## src/rtl/cajero_pkg.sv

```systemverilog
// rtl/cajero_pkg.sv - shared types and constants for the cashier transaction path
//
// Contents:
//   estado_ledger_t   account_ledger FSM state encoding
//   BAL_W_DEF/ID_W_DEF default balance and account-id widths
//   operacion_t       deposit/withdraw codes shared with the transaction engine
package cajero_pkg;

    localparam int BAL_W_DEF = 64;
    localparam int ID_W_DEF  = 3;

    typedef enum logic [1:0] {
        IDLE   = 2'd0,
        LEER   = 2'd1,
        SERVIR = 2'd2
    } estado_ledger_t;

    typedef enum logic {
        OP_DEPOSITO = 1'b0,
        OP_RETIRO   = 1'b1
    } operacion_t;

endpackage

```

## src/rtl/ledger_mem.sv

```systemverilog
// rtl/ledger_mem.sv - N_CUENTAS x BAL_W balance register array
//
// Ports:
//   clk, reset       clock; synchronous active-low reset clears every entry
//   we_i             write enable (single port, arbitrated by the owner FSM)
//   waddr_i/wdata_i  write address and data; out-of-range addresses are dropped
//   raddr_i          combinational read address
//   rdata_o          read data; 0 for out-of-range addresses
module ledger_mem #(
    parameter int N_CUENTAS = 6,
    parameter int ID_W      = 3,
    parameter int BAL_W     = 64
) (
    input  logic             clk,
    input  logic             reset,
    input  logic             we_i,
    input  logic [ID_W-1:0]  waddr_i,
    input  logic [BAL_W-1:0] wdata_i,
    input  logic [ID_W-1:0]  raddr_i,
    output logic [BAL_W-1:0] rdata_o
);

    localparam logic [ID_W:0] N_LIM = (ID_W+1)'(N_CUENTAS);

    logic [BAL_W-1:0] mem_q [N_CUENTAS];

    logic waddr_ok;
    logic raddr_ok;

    assign waddr_ok = ({1'b0, waddr_i} < N_LIM);
    assign raddr_ok = ({1'b0, raddr_i} < N_LIM);

    always_ff @(posedge clk) begin
        if (!reset) begin
            for (int i = 0; i < N_CUENTAS; i++) begin
                mem_q[i] <= '0;
            end
        end else if (we_i && waddr_ok) begin
            mem_q[waddr_i] <= wdata_i;
        end
    end

    assign rdata_o = raddr_ok ? mem_q[raddr_i] : '0;

endmodule

```

## src/rtl/account_ledger.sv

```systemverilog
// rtl/account_ledger.sv - bank-side balance responder for the cashier transaction path
//
// Ports:
//   clk, reset                 clock; synchronous active-low reset
//   tarjeta_recibida/id_cuenta session request (level) and account id, sampled in IDLE
//   balance_actualizado        new balance, committed on balance_stb
//   balance_stb                commit strobe
//   fondos_insuficientes       rejection; ends the session without a write
//   carga_en/carga_id/carga_valor  host preload port, honoured only in IDLE
//   balance_inicial            served balance (registered, meaningful with balance_valido)
//   balance_valido             high while serving
//   ocupado                    high in every state except IDLE
//   escritura_ok               one-cycle pulse after a committed write-back
//   error_timeout              one-cycle pulse when the engine never answers
//   cuenta_invalida            one-cycle pulse for an out-of-range account id
module account_ledger
    import cajero_pkg::*;
#(
    parameter int N_CUENTAS = 6,
    parameter int ID_W      = ID_W_DEF,
    parameter int BAL_W     = BAL_W_DEF,
    parameter int TIMEOUT   = 16
) (
    input  logic             clk,
    input  logic             reset,
    input  logic             tarjeta_recibida,
    input  logic [ID_W-1:0]  id_cuenta,
    input  logic [BAL_W-1:0] balance_actualizado,
    input  logic             balance_stb,
    input  logic             fondos_insuficientes,
    input  logic             carga_en,
    input  logic [ID_W-1:0]  carga_id,
    input  logic [BAL_W-1:0] carga_valor,
    output logic [BAL_W-1:0] balance_inicial,
    output logic             balance_valido,
    output logic             ocupado,
    output logic             escritura_ok,
    output logic             error_timeout,
    output logic             cuenta_invalida
);

    localparam int            TW         = $clog2(TIMEOUT) + 1;
    localparam logic [TW-1:0] TIMER_LAST = TW'(TIMEOUT - 1);
    localparam logic [ID_W:0] N_LIM      = (ID_W+1)'(N_CUENTAS);

    estado_ledger_t   state_q, state_d;
    logic [ID_W-1:0]  id_q, id_d;
    logic [TW-1:0]    timer_q, timer_d;
    logic [BAL_W-1:0] bal_q, bal_d;
    logic             valido_q, ocupado_q, escritura_q, timeout_q, invalida_q;
    logic             escritura_d, timeout_d, invalida_d;

    logic             mem_we;
    logic [ID_W-1:0]  mem_waddr;
    logic [BAL_W-1:0] mem_wdata;
    logic [BAL_W-1:0] mem_rdata;

    ledger_mem #(
        .N_CUENTAS (N_CUENTAS),
        .ID_W      (ID_W),
        .BAL_W     (BAL_W)
    ) u_mem (
        .clk     (clk),
        .reset   (reset),
        .we_i    (mem_we),
        .waddr_i (mem_waddr),
        .wdata_i (mem_wdata),
        .raddr_i (id_q),
        .rdata_o (mem_rdata)
    );

    always_comb begin
        state_d     = state_q;
        id_d        = id_q;
        timer_d     = timer_q;
        bal_d       = bal_q;
        escritura_d = 1'b0;
        timeout_d   = 1'b0;
        invalida_d  = 1'b0;
        mem_we      = 1'b0;
        mem_waddr   = carga_id;
        mem_wdata   = carga_valor;

        case (state_q)
            IDLE: begin
                // Preload wins; a card arriving in the same cycle waits a cycle.
                if (carga_en) begin
                    mem_we = 1'b1;
                end else if (tarjeta_recibida) begin
                    id_d    = id_cuenta;
                    state_d = LEER;
                end
            end
            LEER: begin
                if ({1'b0, id_q} >= N_LIM) begin
                    invalida_d = 1'b1;
                    state_d    = IDLE;
                end else begin
                    bal_d   = mem_rdata;
                    timer_d = '0;
                    state_d = SERVIR;
                end
            end
            SERVIR: begin
                timer_d = timer_q + TW'(1);
                if (fondos_insuficientes) begin
                    state_d = IDLE;
                end else if (balance_stb) begin
                    mem_we      = 1'b1;
                    mem_waddr   = id_q;
                    mem_wdata   = balance_actualizado;
                    escritura_d = 1'b1;
                    state_d     = IDLE;
                end else if (timer_q == TIMER_LAST) begin
                    timeout_d = 1'b1;
                    state_d   = IDLE;
                end
            end
            default: begin
                state_d = IDLE;
            end
        endcase
    end

    always_ff @(posedge clk) begin
        if (!reset) begin
            state_q     <= IDLE;
            id_q        <= '0;
            timer_q     <= '0;
            bal_q       <= '0;
            valido_q    <= 1'b0;
            ocupado_q   <= 1'b0;
            escritura_q <= 1'b0;
            timeout_q   <= 1'b0;
            invalida_q  <= 1'b0;
        end else begin
            state_q     <= state_d;
            id_q        <= id_d;
            timer_q     <= timer_d;
            bal_q       <= bal_d;
            valido_q    <= (state_d == SERVIR);
            ocupado_q   <= (state_d != IDLE);
            escritura_q <= escritura_d;
            timeout_q   <= timeout_d;
            invalida_q  <= invalida_d;
        end
    end

    assign balance_inicial = bal_q;
    assign balance_valido  = valido_q;
    assign ocupado         = ocupado_q;
    assign escritura_ok    = escritura_q;
    assign error_timeout   = timeout_q;
    assign cuenta_invalida = invalida_q;

endmodule

```

## config.mk

```make
export PLATFORM = sky130hd
export DESIGN_NAME = account_ledger
export DESIGN_NICKNAME = d
export VERILOG_FILES = /design/src/rtl/cajero_pkg.sv /design/src/rtl/ledger_mem.sv /design/src/rtl/account_ledger.sv
export SDC_FILE = /design/constraint.sdc
export NUM_CORES = 1
export LEC_CHECK = 0
export BUFFER_PORTS_ARGS = -buffer_cell sky130_fd_sc_hd__buf_2
export CAP_MARGIN = 20
export CELL_PAD_IN_SITES_DETAIL_PLACEMENT = 0
export CELL_PAD_IN_SITES_GLOBAL_PLACEMENT = 1
export CORE_AREA = 2 2 233 235
export DETAILED_ROUTE_END_ITERATION = 8
export DIE_AREA = 0 0 235 237
export PLACE_DENSITY_LB_ADDON = 0.25
export SLEW_MARGIN = 40
export SYNTH_ARGS = -nofsm -noshare
export SYNTH_HDL_FRONTEND = slang
export SYNTH_HIERARCHICAL = 1
export SYNTH_SLANG_ARGS = --single-unit
```

## constraint.sdc

```tcl
create_clock -name clk -period 17.1 [get_ports clk]
set_clock_uncertainty 0.05 [all_clocks]
set_input_delay 1.71 -clock clk [delete_from_list [all_inputs] [get_ports clk]]
set_output_delay 1.71 -clock clk [all_outputs]
set_load 0.02 [all_outputs]
```

==> results of run 1 <==
==> flip-flops by register name, summed over array words and instances, names as in the netlist <==
register         cells
cuenta_invalida      1
id_q                 3
escritura_ok         1
balance_valido       1
u_mem/mem_q        384
ocupado              1
error_timeout        1
timer_q              5
state_q              2
balance_inicial     64
==> where the power goes <==
group | internal [W] | switching [W] | total, W | leakage (nW)
logic | 0.0000731 | 0.000146 | 0.000220 | 3.53
clock network | 0.000672 | 0.000447 | 0.00112 | 0.826
registers | 0.00127 | 0.0000151 | 0.00128 | 4.65
total | 0.00201 | 0.000609 | 0.00262 | 9.01
==> worst min-delay path: stages (launching register included) <==
cell and delay (ns):
dfxtp_1 0.30, o21ai_0 0.06, a21oi_1 0.06
==> layout by cell type (no fill, tap or decap), types with 67 or more instances in the layout <==
| cell | netlist | final |
|---|---|---|
| buf_2 | 28 | 208 |
| nand2_1 | 74 | 67 |
| nor2_1 | 238 | 237 |
| a21oi_1 | 67 | 67 |
| nor2_2 | 89 | 89 |
| mux2_2 | 95 | 95 |
| mux2i_1 | 132 | 132 |
| edfxtp_1 | 384 | 384 |
| nand3_1 | 68 | 68 |
| dfxtp_1 | 79 | 78 |
==> routing by layer <==
metal | wire length (µm) | track usage, % | up-vias
li1 | - | - | 6427
met2 | 26470 | 32.91 | 417
met5 | 0 | 0 | -
met1 | 24510 | 26.82 | 6830
met4 | 1382 | 6.310 | 0
met3 | 3116 | 3.008 | 76
==> kinds of logic after synthesis <==
family	Yosys count	share of synthesized area [%]
AO/OA/AOI/OAI	207	6.023
buffers and inverters	199	5.306
adder cells (fa/ha/maj)	2	0.1156
flip-flops	463	60.57
AND/OR/NAND/NOR	556	15.06
multiplexers	263	12.92
==> through the flow <==
stage	hold WS, ns	instance area, µm²	setup slack [ns]
2_1_floorplan	0.4125	21650	8.990
3_3_place_gp	0.4119	22920	10.95
3_5_place_dp	0.4154	23210	12.28
4_1_cts	0.4235	24920	12.91
5_1_grt	0.4447	24940	12.81
6_report	0.4196	24940	12.86
==> cell type report <==
cell class	instances	area share [%]
multi-input combinational	1028	30.34
clock buffer	54	5.076
inverter	66	0.9982
timing repair buffer	236	5.749
clock inverter	40	1.761
tap	696	3.491
sequential	463	52.59
==> worst min-delay path by stage <==
stage | from | endpoint | slack (ns) | depth (start not counted)
2_1_floorplan | timer_q[0] | timer_q[0] | 0.41 | 2
3_3_place_gp | balance_inicial[22] | balance_inicial[22] | 0.41 | 2
3_5_place_dp | balance_inicial[30] | balance_inicial[30] | 0.42 | 2
4_1_cts | balance_inicial[30] | balance_inicial[30] | 0.42 | 2
5_1_grt | balance_inicial[22] | balance_inicial[22] | 0.44 | 2
6_report | balance_inicial[30] | balance_inicial[30] | 0.42 | 2
==> metrics, run 1 <==
Max Cap Violations=0; critical path class=input pin to register; Die Area=55700 µm²; drt first-iter violations=955; FF-to-FF End=u_mem/mem_q[2][63]; # diodes=0; cell row count=85; leading cell type by number of instances after synthesis=edfxtp_1; Final Util=46.81%; drt pass-1 iters=5; r2r worst-path depth=7; dpl cells=2488; Async SR Flop Fraction=0%; Die Y-Extent=237 µm; Mean Syn Cell Area=12.81 µm²; clock sinks=463; drc violations=0; Yosys top cell by area=edfxtp_1; most used cell, CP=buf_4; CP max stage cell=buf_4; Clk pin slew, worst setup/hold paths=0.06 ns; CTS tree=yes; Die X=235 µm; Worst EP required=17.36 ns; multi-input combinational cell area=7567 µm²; fin crit period=4.239 ns; Synth top area share=53.27%; Slew @ Worst Pin=0.8244 ns; Final Slew Violations=0; WL final=55.48 mm; CP Buf/Inv Count=3; outcome=complete, no violations; Ys Warns=6; initial antenna violation count=1; Root Buffer Master=clkbuf_16; Net Count, Synth=1832; Final Hold Viols=0; Seq/Total Area, Yosys=60.57%; Critical Path End=u_mem/mem_q[2][63]; vias in the first global route=13822; Critical Path AT=4.50 ns; Cell Pwr Density=105.1 nW/µm²; CP top delay family=buffers and inverters; Synth Flop Type=edfxtp_1; Routed Antenna Nets=0; Critical Path Source=fondos_insuficientes; leak pwr=9.010 nW; core box area=53280 µm²; Slew headroom=45.04%; area delta synth->final=15.22%; EDFF count, synth=384; Initial Utilization=40.63%; DP HPWL=31.17 mm; synth unique cells=47; CTS H-Tree Depth=2; Mapped Area=21650 µm²; vias per cell=5.323; total CTS buffers=50; largest cells by area after synthesis=edfxtp_1 53%, dfxtp_1 7.3%, mux2i_1 6.1%, mux2_2 4.9%, nand3_4 4.1%; post-CTS sizing=0; first-pass GRT wire length=84.59 mm; Via Count=13750; Max Root-Sink Buffers=3; total global routing overflow=0; Worst Path Max Fanout=39; reg2reg start=state_q[1]; element type at the critical path end=register; GR Util All Layers=19.85%; Mapped Cells=1690; CP Cell Sequence=buf_2 > nor3b_4 > mux2_1 > nand3b_1 > buf_4 > buf_4 > nor2_1; Setup-failing EPs final=0; Sum Neg Setup Slack=0 ns; pin count of the biggest net entering global routing=79; RSZ-0062 raised after global routing=false; Non-Filler Instances=2583; Avg WL per Cell=21.48 µm; proportion of layout cells with a drive suffix above 1=30.63%; startpoint class of the critical path=input pin; FF+latch count, synth=463; filler instances=4806; postcts setup bufs=0; crit share post-route=24.79%; Sequential Area=13120 µm²; Post-synth top cells=384 x edfxtp_1, 238 x nor2_1, 132 x mux2i_1, 95 x mux2_2, 89 x nor2_2; nets=1987; worst reg2reg setup slack=13.21 ns; worst skew pair latency=0.59 ns; Fmax=235.9 MHz; total power=0.002622 W; Max VDD drop=0.00007047 V; CP max stage delay=0.71 ns; Critical Path Stages=7; hold_buf cts=0; GP Congestion=0.7187; Top Ports=209; min-delay worst type=register to register; Port Buffers=208
No activity file was read; power rests on OpenSTA's default activity.
==> run 2, diff against run 1 <==
Clock period 17.1 ns to 4.05 ns, I/O delays scaled along.
==> metrics, run 2 (synthesis gave the netlist of run 1 again) <==
CTS H-Tree Depth=2; Sum Neg Setup Slack=0 ns; Max VDD drop=0.0003165 V; CTS tree=yes; GP Congestion=0.7349; fin crit period=3.278 ns; final instance area=25070 µm²; pin count of the biggest net entering global routing=91; Routed Antenna Nets=0; Critical Path AT=3.50 ns; most common cell after layout, fill and taps aside=edfxtp_1; critical path class=register to register; min-delay worst type=input pin to register; CP top delay family=simple AND/OR/NAND/NOR gates; Reg with most FFs=u_mem/mem_q; postcts setup bufs=0; Top Ports=209; Final Hold Viols=0; RSZ-0062 raised after global routing=false; dpl cells=2502; core box area=53280 µm²; DP HPWL=31.47 mm; max reg flops=384; Die Y-Extent=237 µm; first-pass GRT wire length=85.77 mm; Max Root-Sink Buffers=3; total CTS buffers=50; Comb power frac=8.8%; post-CTS sizing=0; Clk pin slew, worst setup/hold paths=0.06 ns; vias in the first global route=14354; sequential power share=49.7%; drc violations=0; most used cell, CP=buf_4; Int Power=0.008360 W; sw frac=23.22%; leak pwr=9.124 nW; worst skew pair latency=0.58 ns; Worst EP required=4.27 ns; most frequent cells in the layout=384 x edfxtp_1, 237 x nor2_1, 208 x buf_2, 132 x mux2i_1, 95 x mux2_2; drt pass-1 iters=5; Setup-failing EPs final=0; initial antenna violation count=0; proportion of layout cells with a drive suffix above 1=30.95%; GR Util All Layers=20.02%; Placed Area=23370 µm²; filler instances=4755; total power=0.01089 W; Fmax=305.1 MHz; Avg WL per Cell=21.44 µm; Max Cap Violations=0; Root Buffer Master=clkbuf_16; Slew @ Worst Pin=0.8035 ns; crit share post-route=80.94%; Cell Pwr Density=434.4 nW/µm²; CP Buf/Inv Count=2; cell row count=85; Die X=235 µm; element type at the critical path end=register; Worst Path Max Fanout=24; Die Area=55700 µm²; drt first-iter violations=893; vias per cell=5.323; Via Count=13834; Slew headroom=46.44%; Final Slew Violations=0; WL final=55.71 mm; # diodes=0; clock network fraction of total power=41.6%; area delta synth->final=15.80%; Non-Filler Instances=2599; clock sinks=463; startpoint class of the critical path=register; Initial Utilization=40.63%; Port Buffers=208; switching pwr=0.002529 W; nets=2004; CP max stage cell=nand2_4; total global routing overflow=0; CP max stage delay=0.44 ns; CP Cell Sequence=nand2b_1 > nor3b_4 > buf_4 > mux2_2 > and3b_4 > nand3b_1 > nand2_4 > buf_4; outcome=complete, no violations
run 2: changes by cell type in the layout (fill, tap and decap cells not counted), sizes merged:
cell and change:
dlygate4sd3 +3, inv -4, bufinv -7, buf +15, clkinvlp -3, clkinv -1
clkbuf +13
run 2: repair_timing:
| item | CTS | global route |
|---|---|---|
| hold endpoints to repair | 3 | 0 |
| hold buffers | 3 | 0 |
| setup endpoints to repair | 0 | 0 |
run 2: path summary, 6_finish.rpt:
check / start / end / slack, ns / cells after the start
setup / recovery: state_q[0] / u_mem/mem_q[1][34] / 0.77 / 8
hold / removal: id_cuenta[2] / id_q[2] / 0.03 / 3
setup reg to reg: state_q[0] / u_mem/mem_q[1][34] / 0.77 / 8
hold reg to reg: balance_inicial[44] / balance_inicial[44] / 0.42 / 2
run 2: per-layer routing:
layer	share of wire, %	global-route usage (%)
met1	47	28.37
met2	46	31.88
met3	5.7	3.626
met4	1.9	4.871
met5	0	0
run 2: power by group through the flow:
stage | Sequential (W) | Combinational [W] | Clock [W]
floorplan | 0.00552 | 0.000604 | 0
global placement | 0.00550 | 0.000939 | 0
detailed placement | 0.00551 | 0.000962 | 0
CTS | 0.00541 | 0.000967 | 0.00463
global route | 0.00543 | 0.00103 | 0.00481
finish | 0.00541 | 0.000955 | 0.00453
run 2: tightest hold or removal path, delay by kind of cell:
family	cells	cell delay, ns
muxes	1	0.06
buffers and inverters	1	0.08
and+or+nand+nor	1	0.08
run 2: final cells by class:
class	instances	area, µm²	share of cell area (%)
repair buffers	253	1665	6.644
multi-input cells	1028	7523	30.01
flip-flops and latches	463	13120	52.33
well taps	696	870.8	3.474
clock inverters	25	156.4	0.6239
inverters	66	249.0	0.9933
clock buffers	68	1485	5.925
run 2: stage by stage:
step	util [%]	hold WS (ns)	setup WS [ns]
after floorplan	-	0.4125	0.08195
after global placement	43.62	0.4128	0.8555
after detailed placement	43.87	0.4131	0.8235
after CTS	47.01	0.004659	0.7922
after global routing	47.04	0.03918	0.6009
final	47.04	0.02932	0.7720
==> run 3, diff against run 2 <==
Clock period 4.05 ns to 2.9 ns, I/O delays scaled along.
==> metrics, run 3 (synthesis gave the netlist of run 1 again) <==
Setup-failing EPs final=0; drt first-iter violations=879; Non-Filler Instances=2623; RSZ-0062 raised after global routing=false; Clk pin slew, worst setup/hold paths=0.06 ns; CP Buf/Inv Count=1; pin count of the biggest net entering global routing=70; critical path class=register to register; Initial Utilization=40.63%; Final Hold Viols=0; element type at the critical path end=register; Die Y-Extent=237 µm; Die X=235 µm; Int Power=0.01158 W; Via Count=13850; Routed Antenna Nets=0; clock sinks=463; min-delay worst type=input pin to register; max reg flops=384; vias in the first global route=14206; Port Buffers=208; crit share post-route=95.82%; Critical Path AT=2.98 ns; area delta synth->final=16.76%; drc violations=0; switching pwr=0.003540 W; Fmax=359.9 MHz; Avg WL per Cell=21.32 µm; filler instances=4826; Cell Pwr Density=598.4 nW/µm²; WL final=55.91 mm; startpoint class of the critical path=register; # diodes=0; CTS tree=yes; leak pwr=9.245 nW; first-pass GRT wire length=84.99 mm; Max Cap Violations=0; CP Cell Sequence=nand2b_4 > nor3b_4 > mux2_2 > and3b_4 > nand3b_1 > nand2_8 > buf_12; CTS H-Tree Depth=2; CP top delay family=simple AND/OR/NAND/NOR gates; Slew headroom=43.56%; Worst Path Max Fanout=42; sequential power share=49.9%; Max VDD drop=0.0004138 V; clock network fraction of total power=41.0%; total global routing overflow=0; vias per cell=5.280; sw frac=23.41%; worst skew pair latency=0.59 ns; nets=2028; dpl cells=2520; GR Util All Layers=19.89%; Comb power frac=9.1%; most frequent cells in the layout=384 x edfxtp_1, 237 x nor2_1, 208 x buf_2, 132 x mux2i_1, 95 x mux2_2; cell row count=85; Slew @ Worst Pin=0.8466 ns; Top Ports=209; Final Util=47.43%; Worst EP required=3.10 ns; GP Congestion=0.7732; fin crit period=2.779 ns; drt pass-1 iters=7; CP max stage cell=mux2_2; Final Slew Violations=0; outcome=complete, no violations; Reg with most FFs=u_mem/mem_q; most common cell after layout, fill and taps aside=edfxtp_1; CP max stage delay=0.43 ns; total CTS buffers=51; Die Area=55700 µm²; core box area=53280 µm²; proportion of layout cells with a drive suffix above 1=31.86%; DP HPWL=33.93 mm; initial antenna violation count=1; Max Root-Sink Buffers=3; post-CTS sizing=0; Root Buffer Master=clkbuf_16
## run 3: cell types whose count changed in the layout (fill, tap and decap cells not counted), sizes merged
cell and delta:
buf +22, bufinv -1, clkbuf +13, clkinv -11, nand2 +1
## run 3: timing repair
item	4_1_cts	5_1_grt
setup endpoints to repair	0	83
setup buffers	0	4
hold buffers	3	0
endpoints found under the hold margin	3	0
## run 3: path summary, 6_finish.rpt
kind                                          start                   to  slack, ns  cells past startpoint
worst max-delay path                     state_q[0]   u_mem/mem_q[2][19]       0.12                      7
worst min-delay path                    balance_stb         escritura_ok       0.07                      2
worst max register to register           state_q[0]   u_mem/mem_q[2][19]       0.12                      7
worst min register to register  balance_inicial[37]  balance_inicial[37]       0.42                      2
## run 3: power by group through the flow
stage | clock [W] | combinational, W | sequential [W]
2_1_floorplan | 0 | 0.000851 | 0.00770
3_3_place_gp | 0 | 0.00136 | 0.00768
3_5_place_dp | 0 | 0.00137 | 0.00769
4_1_cts | 0.00633 | 0.00138 | 0.00755
5_1_grt | 0.00660 | 0.00148 | 0.00757
6_report | 0.00621 | 0.00137 | 0.00755
## run 3: routing by layer
layer	GRT usage [%]	share of wire, %	routed length (µm)	up-vias
met2	32.81	47	26390	400
met5	0	0	0	-
li1	-	-	-	6511
met1	27.36	45	25280	6872
met4	6.137	2.2	1235	0
met3	2.600	5.4	3006	67
## run 3: through the flow
| step | setup WS (ns) | TNS (ns) | power (W) | instance area [µm²] | hold WS [ns] |
|---|---|---|---|---|---|
| final | 0.1213 | 0 | 0.01513 | 25270 | 0.06561 |
| after CTS | 0.02778 | 0 | 0.01527 | 25210 | 0.03407 |
| after detailed placement | 0.06223 | 0 | 0.009065 | 23590 | 0.4168 |
| after global routing | 0.05232 | 0 | 0.01565 | 25270 | 0.04078 |
| after global placement | 0.09223 | 0 | 0.009038 | 23580 | 0.4131 |
| after floorplan | -0.6860 | -58.66 | 0.008551 | 21750 | 0.3617 |
## run 3: cell type report
cell class              instances  area [µm²]  share of cell area (%)
repair buffers                275        1872                   7.406
clock inverters                13       85.08                  0.3366
clock buffers                  81        1503                   5.946
inverters                      66       249.0                  0.9852
flip-flops and latches        463       13120                   51.91
multi-input cells            1029        7576                   29.98
well taps                     696       870.8                   3.446
